File: src/rtl/sample_sched_pkg.sv
// Shared types and helpers for the multi-channel sample strobe scheduler.
package sample_sched_pkg;

    typedef enum logic [1:0] {
        IDLE,
        WARMUP,
        RUN
    } state_t;

    localparam int DEFAULT_CNT_W = 32;
    localparam int MAX_CH        = 16;
    localparam int MAX_CNT_W     = 64;
    localparam int PERIOD_FLAT_W = MAX_CH * MAX_CNT_W;

    // Returns channel ch's period slice, zero-extended to MAX_CNT_W bits.
    function automatic logic [MAX_CNT_W-1:0] period_slice(
        input logic [PERIOD_FLAT_W-1:0] flat,
        input int                       ch,
        input int                       cnt_w
    );
        logic [PERIOD_FLAT_W-1:0] shifted;
        logic [MAX_CNT_W-1:0]     mask;
        shifted = flat >> (ch * cnt_w);
        mask    = (cnt_w >= MAX_CNT_W) ? '1
                : ((MAX_CNT_W'(1) << cnt_w) - MAX_CNT_W'(1));
        return shifted[MAX_CNT_W-1:0] & mask;
    endfunction

endpackage

File: src/rtl/sample_sched_if.sv
// Control/status bundle between the scheduler and its host.
interface sample_sched_if
    import sample_sched_pkg::*;
#(
    parameter int NUM_CH = 4,
    parameter int CNT_W  = DEFAULT_CNT_W
);
    logic                      run;
    logic [NUM_CH-1:0]         ch_en;
    logic [NUM_CH-1:0]         oneshot;
    logic [NUM_CH*CNT_W-1:0]   period;
    logic [NUM_CH-1:0]         sample_busy;
    logic                      ovr_clr;
    logic [NUM_CH-1:0]         sample_en;
    logic [NUM_CH-1:0]         overrun;
    logic                      warm;

    modport master (
        output run, ch_en, oneshot, period, sample_busy, ovr_clr,
        input  sample_en, overrun, warm
    );

    modport slave (
        input  run, ch_en, oneshot, period, sample_busy, ovr_clr,
        output sample_en, overrun, warm
    );
endinterface

File: src/rtl/sample_sched_ch.sv
// One strobe channel: period counter, latched period, one-shot and overrun state.
module sample_sched_ch
    import sample_sched_pkg::*;
#(
    parameter int CNT_W = DEFAULT_CNT_W
) (
    input  logic             clk_in,
    input  logic             rst,
    input  logic             run_active,
    input  logic             arm,
    input  logic             ch_en,
    input  logic             oneshot,
    input  logic [CNT_W-1:0] period,
    input  logic             sample_busy,
    input  logic             ovr_clr,
    output logic             sample_en,
    output logic             overrun
);

    logic [CNT_W-1:0] cnt_q;
    logic [CNT_W-1:0] p_q;
    logic [CNT_W-1:0] p_eff;
    logic [CNT_W-1:0] cnt_base;
    logic [CNT_W-1:0] cnt_inc;
    logic             done_q;
    logic             active;
    logic             load;
    logic             fire_next;

    // The period is (re)sampled on arm, in every fire cycle, and while idle at zero.
    always_comb begin
        active    = run_active && ch_en && !done_q;
        load      = arm || sample_en || (p_q == '0);
        p_eff     = load ? period : p_q;
        cnt_base  = load ? '0 : cnt_q;
        cnt_inc   = cnt_base + CNT_W'(1);
        fire_next = active && (p_eff != '0) && (cnt_inc == p_eff);
    end

    always_ff @(posedge clk_in) begin
        if (rst) begin
            cnt_q     <= '0;
            p_q       <= '0;
            done_q    <= 1'b0;
            sample_en <= 1'b0;
            overrun   <= 1'b0;
        end else begin
            if (!active) begin
                cnt_q     <= '0;
                p_q       <= '0;
                sample_en <= 1'b0;
            end else begin
                p_q       <= p_eff;
                cnt_q     <= (fire_next || (p_eff == '0)) ? '0 : cnt_inc;
                sample_en <= fire_next;
            end

            if (!run_active || !ch_en) begin
                done_q <= 1'b0;
            end else if (fire_next && oneshot) begin
                done_q <= 1'b1;
            end

            // A new overrun beats a simultaneous clear.
            if (sample_en && sample_busy) begin
                overrun <= 1'b1;
            end else if (ovr_clr) begin
                overrun <= 1'b0;
            end
        end
    end

endmodule

File: src/rtl/sample_sched.sv
// Multi-channel sample strobe scheduler: global warm-up FSM plus NUM_CH strobe channels.
module sample_sched
    import sample_sched_pkg::*;
#(
    parameter int NUM_CH      = 4,
    parameter int CNT_W       = DEFAULT_CNT_W,
    parameter int STARTUP_CYC = 20000000
) (
    input  logic            clk_in,
    input  logic            rst,
    sample_sched_if.slave   bus
);

    localparam logic [CNT_W-1:0] WARM_LAST =
        CNT_W'((STARTUP_CYC > 0) ? (STARTUP_CYC - 1) : 0);

    state_t                   state;
    state_t                   state_next;
    logic [CNT_W-1:0]         warm_cnt;
    logic [CNT_W-1:0]         warm_cnt_next;
    logic                     in_run_q;
    logic                     run_active;
    logic                     first_run;
    logic [NUM_CH-1:0]        ch_en_q;
    logic [NUM_CH-1:0]        arm;
    logic [NUM_CH-1:0]        sample_en_w;
    logic [NUM_CH-1:0]        overrun_w;
    logic [PERIOD_FLAT_W-1:0] period_flat;

    always_ff @(posedge clk_in) begin
        if (rst) begin
            state    <= IDLE;
            warm_cnt <= '0;
            in_run_q <= 1'b0;
            ch_en_q  <= '0;
        end else begin
            state    <= state_next;
            warm_cnt <= warm_cnt_next;
            in_run_q <= (state == RUN);
            ch_en_q  <= bus.ch_en;
        end
    end

    always_comb begin
        state_next    = state;
        warm_cnt_next = '0;
        case (state)
            IDLE: begin
                if (bus.run) begin
                    state_next = (STARTUP_CYC > 0) ? WARMUP : RUN;
                end
            end
            WARMUP: begin
                if (!bus.run) begin
                    state_next = IDLE;
                end else if (warm_cnt == WARM_LAST) begin
                    state_next = RUN;
                end else begin
                    warm_cnt_next = warm_cnt + CNT_W'(1);
                end
            end
            RUN: begin
                if (!bus.run) begin
                    state_next = IDLE;
                end
            end
            default: state_next = IDLE;
        endcase
    end

    // Dropping run silences channels in the same cycle so no strobe leaks into IDLE.
    always_comb begin
        run_active  = (state == RUN) && bus.run;
        first_run   = (state == RUN) && !in_run_q;
        arm         = {NUM_CH{run_active}} & bus.ch_en & ({NUM_CH{first_run}} | ~ch_en_q);
        period_flat = '0;
        period_flat[NUM_CH*CNT_W-1:0] = bus.period;
    end

    for (genvar i = 0; i < NUM_CH; i++) begin : g_ch
        sample_sched_ch #(
            .CNT_W (CNT_W)
        ) u_ch (
            .clk_in      (clk_in),
            .rst         (rst),
            .run_active  (run_active),
            .arm         (arm[i]),
            .ch_en       (bus.ch_en[i]),
            .oneshot     (bus.oneshot[i]),
            .period      (CNT_W'(period_slice(period_flat, i, CNT_W))),
            .sample_busy (bus.sample_busy[i]),
            .ovr_clr     (bus.ovr_clr),
            .sample_en   (sample_en_w[i]),
            .overrun     (overrun_w[i])
        );
    end

    assign bus.sample_en = sample_en_w;
    assign bus.overrun   = overrun_w;
    assign bus.warm      = (state == RUN);

endmodule
File: src/flat_wrapper.sv
// flat-port wrapper written by rule: the top's interface ports become plain ports
module sample_sched_flat import sample_sched_pkg::*;
#(
    parameter int NUM_CH      = 4,
    parameter int CNT_W       = DEFAULT_CNT_W,
    parameter int STARTUP_CYC = 20000000
)
  (clk_in, rst, bus_run, bus_ch_en, bus_oneshot, bus_period, bus_sample_busy, bus_ovr_clr, bus_sample_en, bus_overrun, bus_warm);
  sample_sched_if #(.NUM_CH(NUM_CH), .CNT_W(CNT_W)) bus_i ();
  input  logic clk_in;
  input  logic rst;
  input wire logic [$bits(bus_i.run)-1:0] bus_run;
  input wire logic [$bits(bus_i.ch_en)-1:0] bus_ch_en;
  input wire logic [$bits(bus_i.oneshot)-1:0] bus_oneshot;
  input wire logic [$bits(bus_i.period)-1:0] bus_period;
  input wire logic [$bits(bus_i.sample_busy)-1:0] bus_sample_busy;
  input wire logic [$bits(bus_i.ovr_clr)-1:0] bus_ovr_clr;
  output wire logic [$bits(bus_i.sample_en)-1:0] bus_sample_en;
  output wire logic [$bits(bus_i.overrun)-1:0] bus_overrun;
  output wire logic [$bits(bus_i.warm)-1:0] bus_warm;
  assign bus_i.run = bus_run;
  assign bus_i.ch_en = bus_ch_en;
  assign bus_i.oneshot = bus_oneshot;
  assign bus_i.period = bus_period;
  assign bus_i.sample_busy = bus_sample_busy;
  assign bus_i.ovr_clr = bus_ovr_clr;
  assign bus_sample_en = bus_i.sample_en;
  assign bus_overrun = bus_i.overrun;
  assign bus_warm = bus_i.warm;
  sample_sched #(.NUM_CH(NUM_CH), .CNT_W(CNT_W), .STARTUP_CYC(STARTUP_CYC)) u_core (.clk_in(clk_in), .rst(rst), .bus(bus_i));
endmodule
File: config.mk
export PLATFORM = sky130hd
export DESIGN_NAME = sample_sched_flat
export DESIGN_NICKNAME = d
export VERILOG_FILES = /design/src/rtl/sample_sched_pkg.sv /design/src/rtl/sample_sched_if.sv /design/src/rtl/sample_sched_ch.sv /design/src/rtl/sample_sched.sv /design/src/flat_wrapper.sv
export SDC_FILE = /design/constraint.sdc
export NUM_CORES = 1
export LEC_CHECK = 0
export CAP_MARGIN = 25
export CORE_MARGIN = 4
export CORE_UTILIZATION = 63
export CTS_BUF_LIST = sky130_fd_sc_hd__clkbuf_16
export CTS_CLUSTER_DIAMETER = 150
export DETAILED_ROUTE_END_ITERATION = 8
export PLACE_DENSITY_LB_ADDON = 0.12
export SLEW_MARGIN = 20
export SYNTH_ARGS = -nofsm -noshare
export SYNTH_HDL_FRONTEND = slang
export SYNTH_SLANG_ARGS = --single-unit
export TNS_END_PERCENT = 1
File: constraint.sdc
create_clock -name clk_in -period 13.04 [get_ports clk_in]
set_input_delay 1.304 -clock clk_in [delete_from_list [all_inputs] [get_ports clk_in]]
set_output_delay 1.304 -clock clk_in [all_outputs]
set_load 0.05 [all_outputs]
==> impl_metrics.tcl <==
set metrics [dict create \
    worst-endpoint-required_ns 13.41 \
    final_area_sq_um 19300 \
    detailedPlacementHpwl_um 36100 \
    endpoint_kind "flip-flop" \
    ys_async_sr_fraction_pct 0 \
    fillCellCount 2051 \
    drt_wl_total_um 49600 \
    multi_input_comb_area_sq_um 9830 \
    leakagePower_nw 6.57 \
    layout_worst_path_cycle_share_pct 53.5 \
    grt_util_met3_pct 6.46 \
    drive_above_1_share_pct 4.71 \
    max_cap_check_violation_count 0 \
    finalSetupTns_ns 0 \
    track_usage_pct 33.1 \
    initial_antenna_violation_count 0 \
    gpl.final_weighted_congestion 0.958 \
    syn-cell-area_sq_um 16600 \
    capture_point_of_the_worst_reg_to_reg_path "u_core.g_ch[0].u_ch.cnt_q[31]" \
    post_cts_buffers 0 \
    initial_utilization_pct 63.8 \
    worst_case_reg_to_reg_path_depth 16 \
    clock_path_buffers 3 \
    crit_start "bus_run" \
    cts_sink_cnt 307 \
    placement.io_buffers 152 \
    groute.layer.met2.usage_pct 52.6 \
    synth_enable_flop_cells 0 \
    syn_nets 2224 \
    vdd_drop_max_uv 125 \
    full_die_area_sq_um 29000 \
    yosysSeqAreaShare_pct 37.1 \
    drt_pass1_iterations 6 \
    critical_path.max_fanout 49 \
    tritoncts "yes" \
    grt_most_used_layer "met2" \
    post_cts.resized_instances 0 \
    design.core.area_sq_um 26000 \
    vias_per_cell 6.42 \
    yosys_most_used_dff "sky130_fd_sc_hd__dfxtp_1" \
    final_period_minus_worst_setup_slack_ns 6.97 \
    synthesis.instances 2076 \
    worstSkewPairLatency_ns 0.52 \
    power_per_cell_area_nw_per_um2 104 \
    fin_worst_skew_ns 0.0152 \
    slew_headroom_pct 40.5 \
    worst_setup_path_start_kind "primary input" \
    ys.warnings.count 0 \
    globalRouteMet1Util_pct 45.1 \
    clkSlewWorstSetupHoldPaths_ns 0.06 \
    holdCritPathClass "reg2reg" \
    synth.avg_cell_area_sq_um 7.99 \
    initialDrtViolationCount 1602 \
    tritoncts.num_buffers 35 \
    floorplan.die.width_um 170 \
    grt_overflow 0 \
    run_status "complete, no violations" \
    number_of_library_cell_types_mapped_by_synthesis 78 \
    die_h_um 170 \
    rrSetupSlack_ns 6.88 \
    route.detailed.wl_per_inst_um 19.7 \
    grt_max_degree 66 \
    htree_num_levels 2 \
    path_class "in2reg" \
    yosys_register_bits 307 \
    top_level_ports 153 \
    hold_ep "u_core.warm_cnt[0]" \
    max_slew.worst_pin.slew_ns 0.870 \
    ant_nets 0 \
    num_rows 59 \
    final-seq-area_sq_um 6150 \
    cp_data_arrival_time_ns 7.34 \
    num_antenna_cells 0 \
    rsz0062_at_grt "false" \
    max_clock_freq_mhz 143 \
    hold_path_startpoint "u_core.warm_cnt[0]" \
    critical_path.reg2reg.startpoint "u_core.state[0]" \
    first_global_vias 15400 \
    route.vias.total 16200 \
    area_growth_pct 16.5 \
    hold-path-cell-count 1 \
    post_cts_hold_buffer_count 0 \
    route.detailed.drc 0 \
    final_max_slew_viol_count 0 \
    detailed_place.area_sq_um 18200 \
    grt_first_pass_wirelength_um 79000 \
    hold_vio_cnt_final 0 \
    ctsRootBufferMaster "sky130_fd_sc_hd__clkbuf_16" \
    final_nets 2308 \
    setup_viol_count_final 0 \
]
[final cells by class]
class                           count  area share [%]
Multi-Input combinational cell   1621            50.9
Sequential cell                   307            31.8
Timing Repair Buffer              172            8.75
Clock buffer                       35            4.53
Tap cell                          335            2.17
Clock inverter                     27            1.40
Inverter                           23           0.447
[synthesized netlist by cell type (9+ instances only)]
| cell type | n | area (sq um) |
|---|---|---|
| sky130_fd_sc_hd__a21oi_1 | 153 | 766 |
| sky130_fd_sc_hd__a31oi_1 | 10 | 62.6 |
| sky130_fd_sc_hd__and2_1 | 21 | 131 |
| sky130_fd_sc_hd__and3_1 | 29 | 181 |
| sky130_fd_sc_hd__and4_1 | 25 | 219 |
| sky130_fd_sc_hd__buf_1 | 11 | 41.3 |
| sky130_fd_sc_hd__buf_2 | 27 | 135 |
| sky130_fd_sc_hd__buf_4 | 11 | 82.6 |
| sky130_fd_sc_hd__clkbuf_1 | 75 | 282 |
| sky130_fd_sc_hd__dfxtp_1 | 307 | 6150 |
| sky130_fd_sc_hd__inv_1 | 23 | 86.3 |
| sky130_fd_sc_hd__nand2_1 | 355 | 1330 |
| sky130_fd_sc_hd__nand2b_1 | 9 | 56.3 |
| sky130_fd_sc_hd__nand3_1 | 88 | 440 |
| sky130_fd_sc_hd__nand4_1 | 65 | 407 |
| sky130_fd_sc_hd__nor2_1 | 113 | 424 |
| sky130_fd_sc_hd__nor2b_1 | 16 | 100 |
| sky130_fd_sc_hd__nor3_1 | 96 | 480 |
| sky130_fd_sc_hd__nor4_1 | 142 | 888 |
| sky130_fd_sc_hd__o21ai_0 | 34 | 170 |
| sky130_fd_sc_hd__or3_1 | 15 | 93.8 |
| sky130_fd_sc_hd__or4_1 | 18 | 135 |
| sky130_fd_sc_hd__xnor2_1 | 148 | 1300 |
| sky130_fd_sc_hd__xor2_1 | 129 | 1130 |
[stage by stage]
stage	std cells	setup WS, ns	total power [mW]	utilization [%]	hold WS, ns
floorplan	2076	7.08	0.977	-	0.413
global placement	2455	5.78	1.04	69.8	0.431
detailed placement	2458	5.60	1.04	69.9	0.440
CTS	2520	6.13	2.02	74.4	0.451
global route	2520	5.53	2.07	74.4	0.471
finish	2520	6.07	2.01	74.4	0.445
[worst max-delay path: stages]
cell,delay [ns]
sky130_fd_sc_hd__clkdlybuf4s50_1,0.42
sky130_fd_sc_hd__and3b_1,0.38
sky130_fd_sc_hd__a21o_1,0.35
sky130_fd_sc_hd__a21oi_4,0.14
sky130_fd_sc_hd__buf_4,0.44
sky130_fd_sc_hd__and2_1,0.23
sky130_fd_sc_hd__ha_1,0.32
sky130_fd_sc_hd__nand4_1,0.43
sky130_fd_sc_hd__nor4_1,0.80
sky130_fd_sc_hd__nand4_1,0.27
sky130_fd_sc_hd__xnor2_1,0.24
sky130_fd_sc_hd__nand2_1,0.07
sky130_fd_sc_hd__o41ai_1,0.63
sky130_fd_sc_hd__nand2_1,0.18
sky130_fd_sc_hd__nor2_2,0.66
sky130_fd_sc_hd__buf_4,0.37
sky130_fd_sc_hd__nor4_1,0.08
[sequential cells by signal (all words and copies together) (netlist names)]
name                        flops
u_core.g_ch.u_ch.done_q         4
u_core.g_ch.u_ch.cnt_q        128
u_core.g_ch.u_ch.overrun        4
u_core.in_run_q                 1
u_core.g_ch.u_ch.p_q          128
u_core.ch_en_q                  4
u_core.g_ch.u_ch.sample_en      4
u_core.warm_cnt                32
u_core.state                    2
[how the worst max path moves through the flow]
stage	slack, ns	endpoint	cells after the start
finish	6.07	u_core.g_ch[0].u_ch.cnt_q[31]	17
global placement	5.78	u_core.g_ch[0].u_ch.cnt_q[31]	17
global route	5.53	u_core.g_ch[0].u_ch.cnt_q[17]	17
floorplan	7.08	u_core.g_ch[0].u_ch.cnt_q[11]	20
detailed placement	5.60	u_core.g_ch[0].u_ch.cnt_q[26]	17
CTS	6.13	u_core.g_ch[0].u_ch.cnt_q[31]	17
[cell usage in the layout, fill, tap and decap left out, types with 6 or more instances in the layout]
cell,n
sky130_fd_sc_hd__a31oi_1,10
sky130_fd_sc_hd__nand2b_1,9
sky130_fd_sc_hd__o211ai_1,6
sky130_fd_sc_hd__xnor2_1,148
sky130_fd_sc_hd__buf_4,17
sky130_fd_sc_hd__clkbuf_16,35
sky130_fd_sc_hd__a21oi_1,152
sky130_fd_sc_hd__a2111oi_0,6
sky130_fd_sc_hd__o21ai_0,33
sky130_fd_sc_hd__xor2_1,129
sky130_fd_sc_hd__or3_1,15
sky130_fd_sc_hd__nor4b_1,6
sky130_fd_sc_hd__xnor3_1,6
sky130_fd_sc_hd__or4_1,18
sky130_fd_sc_hd__o2111ai_1,7
sky130_fd_sc_hd__and4_1,25
sky130_fd_sc_hd__inv_1,27
sky130_fd_sc_hd__nor2_1,113
sky130_fd_sc_hd__nand3b_1,8
sky130_fd_sc_hd__nand2_1,354
sky130_fd_sc_hd__and2_1,21
sky130_fd_sc_hd__clkdlybuf4s50_1,152
sky130_fd_sc_hd__clkinv_2,8
sky130_fd_sc_hd__o21a_1,8
sky130_fd_sc_hd__dfxtp_1,307
sky130_fd_sc_hd__nor2b_1,16
sky130_fd_sc_hd__and3_1,29
sky130_fd_sc_hd__nand4_1,65
sky130_fd_sc_hd__mux2i_1,6
sky130_fd_sc_hd__a22oi_1,7
sky130_fd_sc_hd__nand3_1,87
sky130_fd_sc_hd__nor3_1,96
sky130_fd_sc_hd__nor4_1,142
[routing by layer]
metal  routed length, um  vias up
li1                    -     7607
met1               20700     7605
met2               22500      829
met3                4630      143
met4                1760        0
met5                   0        -
[where the power goes]
part	total (mW)	internal [mW]	switching [mW]
clock	0.993	0.591	0.401
sequential	0.939	0.939	0.000425
combinational	0.0786	0.0463	0.0323
total	2.01	1.58	0.434
[logic make-up (layout without fill, tap and decap cells)]
family	Yosys count	count (layout)	share of synthesized area, %
and+or+nand+nor	1033	1033	31.7
adders and majority gates	5	5	0.362
DFF	307	307	37.1
AOI/OAI and AO/OA	292	292	10.9
muxes	6	6	0.362
xor gates and xnor gates	285	285	15.7
buffers and inverters	148	257	3.85
Power figures use the tool's default switching activity.
